### config.mk
export PLATFORM = sky130hd
export DESIGN_NAME = chunk_adder_flat
export DESIGN_NICKNAME = d
export VERILOG_FILES = /design/src/rtl/chunk_adder_if.sv /design/src/rtl/chunk_adder.sv /design/src/flat_wrapper.sv
export SDC_FILE = /design/constraint.sdc
export NUM_CORES = 1
export LEC_CHECK = 0
export CORE_MARGIN = 4
export CORE_UTILIZATION = 50
export CTS_CLUSTER_DIAMETER = 120
export CTS_CLUSTER_SIZE = 40
export DETAILED_ROUTE_END_ITERATION = 8
export PLACE_DENSITY = 0.9
export SYNTH_ARGS = -nofsm -noshare
export SYNTH_HDL_FRONTEND = slang
export SYNTH_SLANG_ARGS = --single-unit
### constraint.sdc
create_clock -name clk -period 3.9 [get_ports clk]
set_input_delay 0.585 -clock clk [delete_from_list [all_inputs] [get_ports clk]]
set_output_delay 0.585 -clock clk [all_outputs]
set_load 0.02 [all_outputs]
### src/rtl/chunk_adder_if.sv
// Handshake bundle for chunk_adder: operand request (valid/ready,
// A, B, cin, sub, flush) and result delivery (valid/ready, S, C, V).
interface chunk_adder_if #(
    parameter int WIDTH = 16
);
    logic             in_valid;
    logic             in_ready;
    logic [WIDTH-1:0] A;
    logic [WIDTH-1:0] B;
    logic             cin;
    logic             sub;
    logic             flush;
    logic             out_valid;
    logic             out_ready;
    logic [WIDTH-1:0] S;
    logic             C;
    logic             V;

    modport master (
        output in_valid, A, B, cin, sub, flush, out_ready,
        input  in_ready, out_valid, S, C, V
    );

    modport slave (
        input  in_valid, A, B, cin, sub, flush, out_ready,
        output in_ready, out_valid, S, C, V
    );
endinterface

### src/rtl/chunk_adder.sv
// Multi-cycle adder/subtractor: adds CHUNK bits per clock, NCH cycles.
// Ports: clk, rst_n (async low), bus (chunk_adder_if.slave).
module chunk_adder #(
    parameter int WIDTH = 16,
    parameter int CHUNK = 4
) (
    input logic         clk,
    input logic         rst_n,
    chunk_adder_if.slave bus
);
    localparam int NCH = WIDTH / CHUNK;
    localparam int KW  = (NCH > 1) ? $clog2(NCH) : 1;
    localparam logic [KW-1:0] LAST = KW'(NCH - 1);

    localparam logic [1:0] IDLE = 2'd0;
    localparam logic [1:0] RUN  = 2'd1;
    localparam logic [1:0] DONE = 2'd2;

    logic [1:0]       r_state;
    logic [WIDTH-1:0] r_a;
    logic [WIDTH-1:0] r_b;
    logic             r_carry;
    logic [KW-1:0]    r_k;
    logic [WIDTH-1:0] r_s;
    logic             r_v;

    logic             w_idle;
    logic             w_run;
    logic             w_done;
    logic             w_last;
    logic [CHUNK-1:0] w_a_ch;
    logic [CHUNK-1:0] w_b_ch;
    logic [CHUNK:0]   w_sum;
    logic             w_v;

    assign w_idle = (r_state == IDLE);
    assign w_run  = (r_state == RUN);
    assign w_done = (r_state == DONE);
    assign w_last = (r_k == LAST);

    always_comb begin
        w_a_ch = '0;
        w_b_ch = '0;
        for (int i = 0; i < NCH; i++) begin
            if (r_k == KW'(i)) begin
                w_a_ch = r_a[i*CHUNK +: CHUNK];
                w_b_ch = r_b[i*CHUNK +: CHUNK];
            end
        end
        w_sum = {1'b0, w_a_ch} + {1'b0, w_b_ch}
              + {{CHUNK{1'b0}}, r_carry};
    end

    // Sign of S comes from the top bit of the final chunk sum.
    assign w_v = (r_a[WIDTH-1] == r_b[WIDTH-1])
              && (w_sum[CHUNK-1] != r_a[WIDTH-1]);

    always_ff @(posedge clk or negedge rst_n) begin
        if (!rst_n) begin
            r_state <= IDLE;
            r_a     <= '0;
            r_b     <= '0;
            r_carry <= 1'b0;
            r_k     <= '0;
            r_s     <= '0;
            r_v     <= 1'b0;
        end else if (bus.flush) begin
            r_state <= IDLE;
            r_k     <= '0;
        end else begin
            unique case (1'b1)
                w_idle: begin
                    if (bus.in_valid) begin
                        r_a     <= bus.A;
                        r_b     <= bus.sub ? ~bus.B : bus.B;
                        r_carry <= bus.sub | bus.cin;
                        r_k     <= '0;
                        r_state <= RUN;
                    end
                end
                w_run: begin
                    for (int i = 0; i < NCH; i++) begin
                        if (r_k == KW'(i)) begin
                            r_s[i*CHUNK +: CHUNK] <= w_sum[CHUNK-1:0];
                        end
                    end
                    r_carry <= w_sum[CHUNK];
                    r_k     <= r_k + KW'(1);
                    if (w_last) begin
                        r_v     <= w_v;
                        r_state <= DONE;
                    end
                end
                w_done: begin
                    if (bus.out_ready) begin
                        r_state <= IDLE;
                    end
                end
                default: r_state <= IDLE;
            endcase
        end
    end

    assign bus.in_ready  = w_idle;
    assign bus.out_valid = w_done;
    assign bus.S         = r_s;
    assign bus.C         = r_carry;
    assign bus.V         = r_v;
endmodule
### src/flat_wrapper.sv
// flat-port wrapper written by rule: the top's interface ports become plain ports
module chunk_adder_flat 
#(
    parameter int WIDTH = 16,
    parameter int CHUNK = 4
)
  (clk, rst_n, bus_in_valid, bus_A, bus_B, bus_cin, bus_sub, bus_flush, bus_out_ready, bus_in_ready, bus_out_valid, bus_S, bus_C, bus_V);
  chunk_adder_if #(.WIDTH(WIDTH)) bus_i ();
  input logic clk;
  input logic rst_n;
  input wire logic [$bits(bus_i.in_valid)-1:0] bus_in_valid;
  input wire logic [$bits(bus_i.A)-1:0] bus_A;
  input wire logic [$bits(bus_i.B)-1:0] bus_B;
  input wire logic [$bits(bus_i.cin)-1:0] bus_cin;
  input wire logic [$bits(bus_i.sub)-1:0] bus_sub;
  input wire logic [$bits(bus_i.flush)-1:0] bus_flush;
  input wire logic [$bits(bus_i.out_ready)-1:0] bus_out_ready;
  output wire logic [$bits(bus_i.in_ready)-1:0] bus_in_ready;
  output wire logic [$bits(bus_i.out_valid)-1:0] bus_out_valid;
  output wire logic [$bits(bus_i.S)-1:0] bus_S;
  output wire logic [$bits(bus_i.C)-1:0] bus_C;
  output wire logic [$bits(bus_i.V)-1:0] bus_V;
  assign bus_i.in_valid = bus_in_valid;
  assign bus_i.A = bus_A;
  assign bus_i.B = bus_B;
  assign bus_i.cin = bus_cin;
  assign bus_i.sub = bus_sub;
  assign bus_i.flush = bus_flush;
  assign bus_i.out_ready = bus_out_ready;
  assign bus_in_ready = bus_i.in_ready;
  assign bus_out_valid = bus_i.out_valid;
  assign bus_S = bus_i.S;
  assign bus_C = bus_i.C;
  assign bus_V = bus_i.V;
  chunk_adder #(.WIDTH(WIDTH), .CHUNK(CHUNK)) u_core (.clk(clk), .rst_n(rst_n), .bus(bus_i));
endmodule
; ---- Word level (Yosys, flattened, before mapping)
; Cells that the tools add are included.
[totals]
regBits = 54
out_inout_bits = 20
elab_cells = 59
[op_classes]
addsub = 3
n_eq_ne = 11
muxes = 19
bitwise = 3
n_reduce_logical = 13
[op_table]
columns = op, count
row1 = $mux 4, 8
row2 = $reduce_and 3->1, 7
row3 = $mux 16, 1
row4 = $not 16->16, 1
row5 = $mux 2, 6
row6 = $ne 3x3->1 const B, 3
row7 = $eq 2x2->1 const B, 3
row8 = $pmux 2 s3, 1
row9 = $add 4x4->5, 1
row10 = $add 5x1->5, 1
row11 = $eq 2x1->1 const B, 2
row12 = $logic_not 2->1, 2
row13 = $pmux 2 s2, 1
row14 = $reduce_bool 3->1, 1
row15 = $add 2x1->2 const B, 1
row16 = $ne 2x2->1 const B, 1
row17 = $pmux 1 s2, 1
row18 = $reduce_and 2->1, 1
row19 = $reduce_bool 2->1, 1
row20 = $eq 1x1->1, 1
row21 = $logic_and 1x1->1, 1
row22 = $mux 1, 1
row23 = $ne 1x1->1, 1
row24 = $not 1->1, 1
row25 = $or 1x1->1, 1

; ---- Depth between registers and ports, before layout
; Gate-level depths: netlist (run 1).
[depth]
ltp_word = 9
ltp_mapped = 15
ltp_nobuf = 14

; ---- Worst setup path before layout (run 1)
; No wires, ideal clock.
[synth_path]
path_kind = reg2reg
start = register u_core.r_k[0]
end = register u_core.r_carry, in the netlist u_core.bus.C
setup_time_ns = 0.083
t_arrival_ns = 2.674
required_time_ns = 3.817
slack_ns = 1.144
stages_incl_launch_ff = 15
path_buffers = 2
cell_sequence = dfrtp_1 > inv_1 > ha_1 > clkbuf_1 > clkbuf_1 > a21oi_1 > nor2_1 > a21oi_1 > fa_1 > fa_1 > nor2b_1 > o21ai_0 > nand3b_1 > o311ai_0 > o21ai_0
[synth_via]
elab_chain_cells = 8
[synth_rtl]
columns = item, line
row1 = from (decl), chunk_adder.sv:23  ; logic [KW-1:0] r_k;
row2 = from (signal assigned), chunk_adder.sv:88  ; r_k <= r_k + KW'(1);
row3 = $logic_not 2->1, chunk_adder.sv:45  ; if (r_k == KW'(i)) begin
row4 = $mux 4 (4 in series), chunk_adder.sv:45
row5 = $add 4x4->5 (*), chunk_adder.sv:50  ; w_sum = {1'b0, w_a_ch} + {1'b0, w_b_ch}
row6 = $add 5x1->5 (*), chunk_adder.sv:51  ; + {{CHUNK{1'b0}}, r_carry};
row7 = $pmux 1 s2 (*), chunk_adder.sv:71  ; unique case (1'b1)
row8 = to (signal assigned), chunk_adder.sv:76  ; r_carry <= bus.sub | bus.cin;
row9 = to (signal assigned), chunk_adder.sv:87  ; r_carry <= w_sum[CHUNK];
row10 = to (decl), chunk_adder.sv:22  ; logic r_carry;
; Mark *: on every way between the ends. The rest lies on a longest branch, timed or not.
; A chain may end at the register's enable or synchronous reset.

; ---- Worst setup path in the final report (run 1)
; Same ends and word-level chain as after synthesis.

==> results of run 1 <==
==> state kept, by name, summed over array words and instances, names as in the netlist <==
signal          cells
u_core.r_b         16
u_core.bus.V        1
u_core.bus.C        1
u_core.r_k          2
u_core.r_a         16
u_core.bus.S       16
u_core.r_state      2
==> cells by family after synthesis <==
family | synth area share
adders and majority gates | 0.0472
xor gates and xnor gates | 0.0611
muxes | 0.0907
AOI/OAI and AO/OA | 0.126
and+or+nand+nor | 0.133
buffers and inverters | 0.0425
DFF | 0.500
==> worst max-delay path, cell delays in order, from the launching register on <==
cell,delay [ps]
dfrtp_1,430
inv_1,120
ha_1,400
nand3b_1,130
a21oi_1,170
a21oi_1,70
nor2_1,140
a21oi_1,70
fa_1,490
fa_1,440
nor2b_1,120
o21ai_0,90
nand3b_1,90
o311ai_0,120
o21ai_0,110
==> path summary, 6_finish.rpt <==
check	start	endpoint	cells after the start
max in group asynchronous	rst_n	u_core.r_b[13]	1
min reg2reg	u_core.bus.S[5]	u_core.bus.S[5]	2
min in group asynchronous	rst_n	u_core.r_state[0]	1
max	u_core.r_k[0]	u_core.bus.C	14
min	u_core.bus.S[5]	u_core.bus.S[5]	2
max reg2reg	u_core.r_k[0]	u_core.bus.C	14
==> metrics by stage <==
step | total power, µW | setup slack [ps] | std cells | hold WS [ps] | util
after floorplan | 1150 | 1140 | 261 | 289 | -
after global placement | 1370 | 1040 | 374 | 464 | 0.634
after detailed placement | 1400 | 878 | 374 | 472 | 0.634
after CTS | 1780 | 858 | 382 | 493 | 0.655
after global routing | 1880 | 537 | 382 | 516 | 0.655
final | 1760 | 844 | 382 | 492 | 0.655
==> metal layers <==
layer,GRT usage,vias up,share of wire
met2,0.315,76,0.50
met4,0.0777,0,0.027
met1,0.230,990,0.41
li1,-,985,-
met3,0.0406,16,0.066
met5,0,-,0
==> layout make-up <==
cell class              instances  area, µm²  area share
multi-input cells             186       1240       0.365
well taps                      70       87.6      0.0258
flip-flops and latches         54       1350       0.399
inverters                       5       18.8     0.00554
clock buffers                   6       72.6      0.0214
repair buffers                 59        583       0.172
clock inverters                 2       37.5      0.0111
==> power breakdown <==
part	internal (µW)	total, µW	switching [µW]	leakage [µW]
clock network	192	373	182	0.0000514
registers	685	761	75.9	0.000653
logic	314	628	314	0.000688
total	1190	1760	572	0.00139
==> cells in the mapped netlist (all sizes together), types with 2 or more instances <==
cell / instances / area share
a21o: 2 / 0.0055
nand3b: 10 / 0.028
dfrtp: 54 / 0.50
inv: 5 / 0.0069
mux2: 20 / 0.083
nor2b: 3 / 0.0097
nor3: 2 / 0.0037
ha: 7 / 0.032
mux2i: 2 / 0.0074
nand3: 3 / 0.0055
buf: 9 / 0.025
fa: 2 / 0.015
o21ai: 21 / 0.039
a21oi: 38 / 0.070
nand2: 27 / 0.037
xnor2: 17 / 0.058
nor2: 25 / 0.035
clkbuf: 7 / 0.010
==> flow_summary_export.csv, run 1 <==
group,metric,value,unit
yosys,yosysWarnings,0,
die,initial_utilization,0.523,
timing,fin_skew,7.38,ps
die,coreArea,0.00517,mm²
clock_network,cts-root-buf,"clkbuf_8",
power_and_ir_drop,peakVddDrop,0.246,mV
yosys,synth-edff-count,0,
global_route,grt_pass1_vias,2071,
drt,wl,5.77,mm
outcome,status,"finished clean",
final_layout,final_nets,359,
timing,setup_violations,0,
yosys,syn_area,0.00271,mm²
drt,wl_per_cell,15.1,µm
yosys,synth-seq-cells,54,
timing,finalHoldViolCount,0,
power_and_ir_drop,power.leakage,0.00139,µW
die,die_h,81.6,µm
clock_network,cts_buffers,5,
yosys,synth-async-reset-ratio,1.00,
drt,dr.pass1.iters,4,
yosys,syn_avg_cell_area,10.4,µm²
final_layout,final_common_cell,"clkdlybuf4s50_1",
drt,drtAntennaViolNets,0,
final_layout,n_antenna_cell,0,
final_layout,layout_common_cells,"clkdlybuf4s50_1, dfrtp_1, a21oi_1, nand2_1, nor2_1",
drt,dr.first_iter.drc_count,127,
timing,rsz0062_at_grt,"no",
placed_design,port_buffers,58,
clock_network,cts_resized,0,
global_route,grt_antenna_before_repair,0,
clock_network,clk-insertion-delay-late,310,ps
die,dieArea,0.00665,mm²
drt,avgViaCountPerCell,5.41,
placed_design,dp_hpwl,4.22,mm
setup_path,critPathLaunchType,"flop",
clock_network,cts_tree,"yes",
clock_network,cts.sinks,54,
yosys,synth.distinct_cells,30,
placed_design,gp_congestion,0.769,
drt,vias,2067,
die,rows,26,
clock_network,clkTransAtPathRegs,100,ps
setup_path,crit_arrival,3290,ps
global_route,grt_max_degree,55,
job,maxCapViolCount,0,
setup_path,required,4140,ps
timing,tightest_slew,1160,ps
hold_path,hp-class,"flop to flop",
final_layout,drive_above_1_share,0.106,
die,ios,59,
setup_path,critPathKind,"flop to flop",
yosys,ys_seq_area_frac,0.500,
timing,fin_tns_setup,0,ps
yosys,synthFlopType,"dfrtp_1",
timing,max_freq,327,MHz
yosys,synth_nets,309,
power_and_ir_drop,p_per_area,520,mW/mm²
timing,finalCriticalPeriod,3060,ps
global_route,grt_usage,0.186,
yosys,syn_inst,261,
clock_network,clockBufferDepth,2,
die,die_w,81.6,µm
setup_path,end_kind,"flop",
clock_network,htree_levels,2,
drt,drcViolationCount,0,
timing,relSlewSlack,0.224,
setup_path,cp_max_fo,9,
timing,final-max-slew-violation-count,0,
setup_path,r2r_setup_slack,840,ps
clock_network,cts_setup_buffers,0,
final_layout,fillers,416,
final_layout,final_area,0.00339,mm²
timing,post-route-period-util,0.784,
final_layout,area_delta_synth_final,25.3,%
global_route,grt_pass1_wl,9.47,mm
clock_network,cts_hold_buf,0,
placed_design,dpl_cell_area,0.00328,mm²
global_route,grt_overflow,0,
No activity file was read; power rests on OpenSTA's default activity.
==> run 2: changes to the inputs <==
==> constraint.sdc (replaced) <==
create_clock -name clk -period 3 [get_ports clk]
set_input_delay 0.45 -clock clk [delete_from_list [all_inputs] [get_ports clk]]
set_output_delay 0.45 -clock clk [all_outputs]
set_load 0.02 [all_outputs]
==> run 2 against run 1 <==
Via count grew 0.53%. Hold slack got worse by 380 ps. Sequential share of layout area down 0.76 points. Critical path depth shrank 1. Clock power increased by 16%. Die area is the same. Clock-buffer cell count is the same.
==> flow_summary_export.csv, run 2 (synthesis results as in run 1) <==
group,metric,value,unit
final_layout,fillers,384,
timing,tightest_slew,623,ps
clock_network,clk-insertion-delay-late,310,ps
power_and_ir_drop,power_switching,761,µW
setup_path,required,3190,ps
global_route,grt_max_degree,37,
die,coreArea,0.00517,mm²
clock_network,cts.sinks,54,
final_layout,layout_common_cells,"clkdlybuf4s50_1, dfrtp_1, a21oi_1, nand2_1, nor2_1",
global_route,grt_pass1_vias,2059,
final_layout,n_antenna_cell,0,
drt,dr.pass1.iters,4,
power_and_ir_drop,p_seq_frac,0.438,
final_layout,final_common_cell,"clkdlybuf4s50_1",
setup_path,critPathKind,"flop to flop",
final_layout,drive_above_1_share,0.145,
setup_path,crit_path_end,"u_core.bus.V",
timing,fin_tns_setup,0,ps
clock_network,clkTransAtPathRegs,100,ps
clock_network,clockBufferDepth,2,
final_layout,fin_util,0.668,
clock_network,cts-root-buf,"clkbuf_8",
global_route,grt_antenna_before_repair,0,
drt,vias,2078,
setup_path,crit_start,"u_core.r_k[0]",
timing,setup_violations,0,
power_and_ir_drop,power.leakage,0.00142,µW
placed_design,post-place-ws,14.2,ps
placed_design,dp_hpwl,4.27,mm
die,initial_utilization,0.523,
timing,relSlewSlack,0.584,
drt,dr.first_iter.drc_count,151,
drt,drtAntennaViolNets,0,
clock_network,cts_hold_buf,0,
die,die_h,81.6,µm
setup_path,cp_max_fo,17,
setup_path,end_kind,"flop",
timing,final-max-slew-violation-count,0,
timing,max_freq,356,MHz
setup_path,crit_arrival,3000,ps
setup_path,timing.rr.start,"u_core.r_k[0]",
setup_path,r2r_end,"u_core.bus.V",
power_and_ir_drop,p_per_area,657,mW/mm²
timing,hold_slack,116,ps
die,dieArea,0.00665,mm²
setup_path,critPathLaunchType,"flop",
outcome,status,"finished clean",
placed_design,port_buffers,58,
timing,fin_skew,2.79,ps
global_route,grt_pass1_wl,9.67,mm
timing,rsz0062_at_grt,"no",
job,maxCapViolCount,0,
power_and_ir_drop,total_power,2270,µW
setup_path,ff2ff_path_depth,13,
clock_network,cts_tree,"yes",
power_and_ir_drop,power_frac_clock,0.191,
hold_path,hp-class,"primary input to async pin",
global_route,grt_overflow,0,
clock_network,cts_buffers,5,
power_and_ir_drop,switching_share,0.335,
die,rows,26,
die,die_w,81.6,µm
die,ios,59,
drt,drcViolationCount,0,
timing,finalHoldViolCount,0,
setup_path,r2r_setup_slack,190,ps
timing,layout_setup_ws,190,ps
power_and_ir_drop,pwr-share-comb,0.372,
power_and_ir_drop,peakVddDrop,0.326,mV
drt,avgViaCountPerCell,5.36,
final_layout,area_delta_synth_final,27.8,%
drt,wl,5.82,mm
drt,wl_per_cell,15.0,µm
timing,finalCriticalPeriod,2810,ps
power_and_ir_drop,p_int,1510,µW
global_route,grt_usage,0.191,
final_layout,final_nets,365,
timing,post-route-period-util,0.937,
placed_design,gp_congestion,0.790,
clock_network,htree_levels,2,
==> run 2: cell count changes in the layout (fill, tap and decap cells not counted), moves of 2 or more <==
cell and change:
ha_1 -3, fa_2 +2, buf_4 +6, fa_1 -2, ha_4 +2
==> run 2: worst max-delay path: stages (launching register included) <==
cell and delay, ps:
dfrtp_1 460, inv_2 120, ha_2 380, a21oi_1 80, a21oi_1 150, nor2_1 60
a21oi_1 220, fa_2 280, buf_4 130, nor2b_4 30, a221oi_2 280, xnor2_2 200
mux2i_1 210, o21ai_0 80
==> run 2: how the worst min path moves through the flow <==
stage / from / end / slack, ps / depth (start not counted)
2_1_floorplan: rst_n / u_core.bus.C / 150 / 0
3_3_place_gp: rst_n / u_core.r_a[9] / 450 / 1
3_5_place_dp: rst_n / u_core.r_a[9] / 470 / 1
4_1_cts: rst_n / u_core.r_a[0] / 130 / 1
5_1_grt: rst_n / u_core.r_a[11] / 140 / 1
6_report: rst_n / u_core.r_a[9] / 120 / 1
==> run 2: power by group through the flow <==
stage | logic (µW) | clock network, µW | registers (µW)
after detailed placement | 823 | 0 | 1010
after CTS | 828 | 441 | 994
after floorplan | 418 | 0 | 1070
after global routing | 928 | 482 | 1020
after global placement | 785 | 0 | 999
final | 844 | 433 | 994
==> run 2: stage by stage <==
step | cell area [µm²] | instances
after global placement | 3300 | 377
after floorplan | 2710 | 261
after detailed placement | 3300 | 377
after CTS | 3410 | 385
after global routing | 3460 | 388
final | 3460 | 388
==> run 2: repair_timing <==
item                       4_1_cts  5_1_grt
gates resized for setup          2        7
cloned                           0        0
setup buffers                    0        3
setup endpoints to repair        5        6
pin swaps                        0        1
==> run 2: cell type report <==
class | instances | area (µm²) | share of cell area
Clock buffer | 6 | 82.6 | 0.0239
Sequential cell | 54 | 1350 | 0.391
Inverter | 5 | 18.8 | 0.00543
Multi-Input combinational cell | 186 | 1270 | 0.368
Tap cell | 70 | 87.6 | 0.0253
Timing Repair Buffer | 65 | 628 | 0.182
Clock inverter | 2 | 16.3 | 0.00471
==> run 2: metal layers <==
layer | share of wire | vias to the layer above | global-route usage
li1 | - | 995 | -
met1 | 0.43 | 1003 | 0.234
met2 | 0.49 | 69 | 0.328
met3 | 0.059 | 11 | 0.0406
met4 | 0.021 | 0 | 0.0709
met5 | 0 | - | 0
==> run 3: changes to the inputs <==
--- a/config.mk
+++ b/config.mk
@@ -5,6 +5,7 @@
 export SDC_FILE = /design/constraint.sdc
 export NUM_CORES = 1
 export LEC_CHECK = 0
+export CAP_MARGIN = 10
 export CORE_MARGIN = 4
 export CORE_UTILIZATION = 50
 export CTS_CLUSTER_DIAMETER = 120
==> results of run 3 <==
Final layout, timing and power as in run 2 (identical DEF).
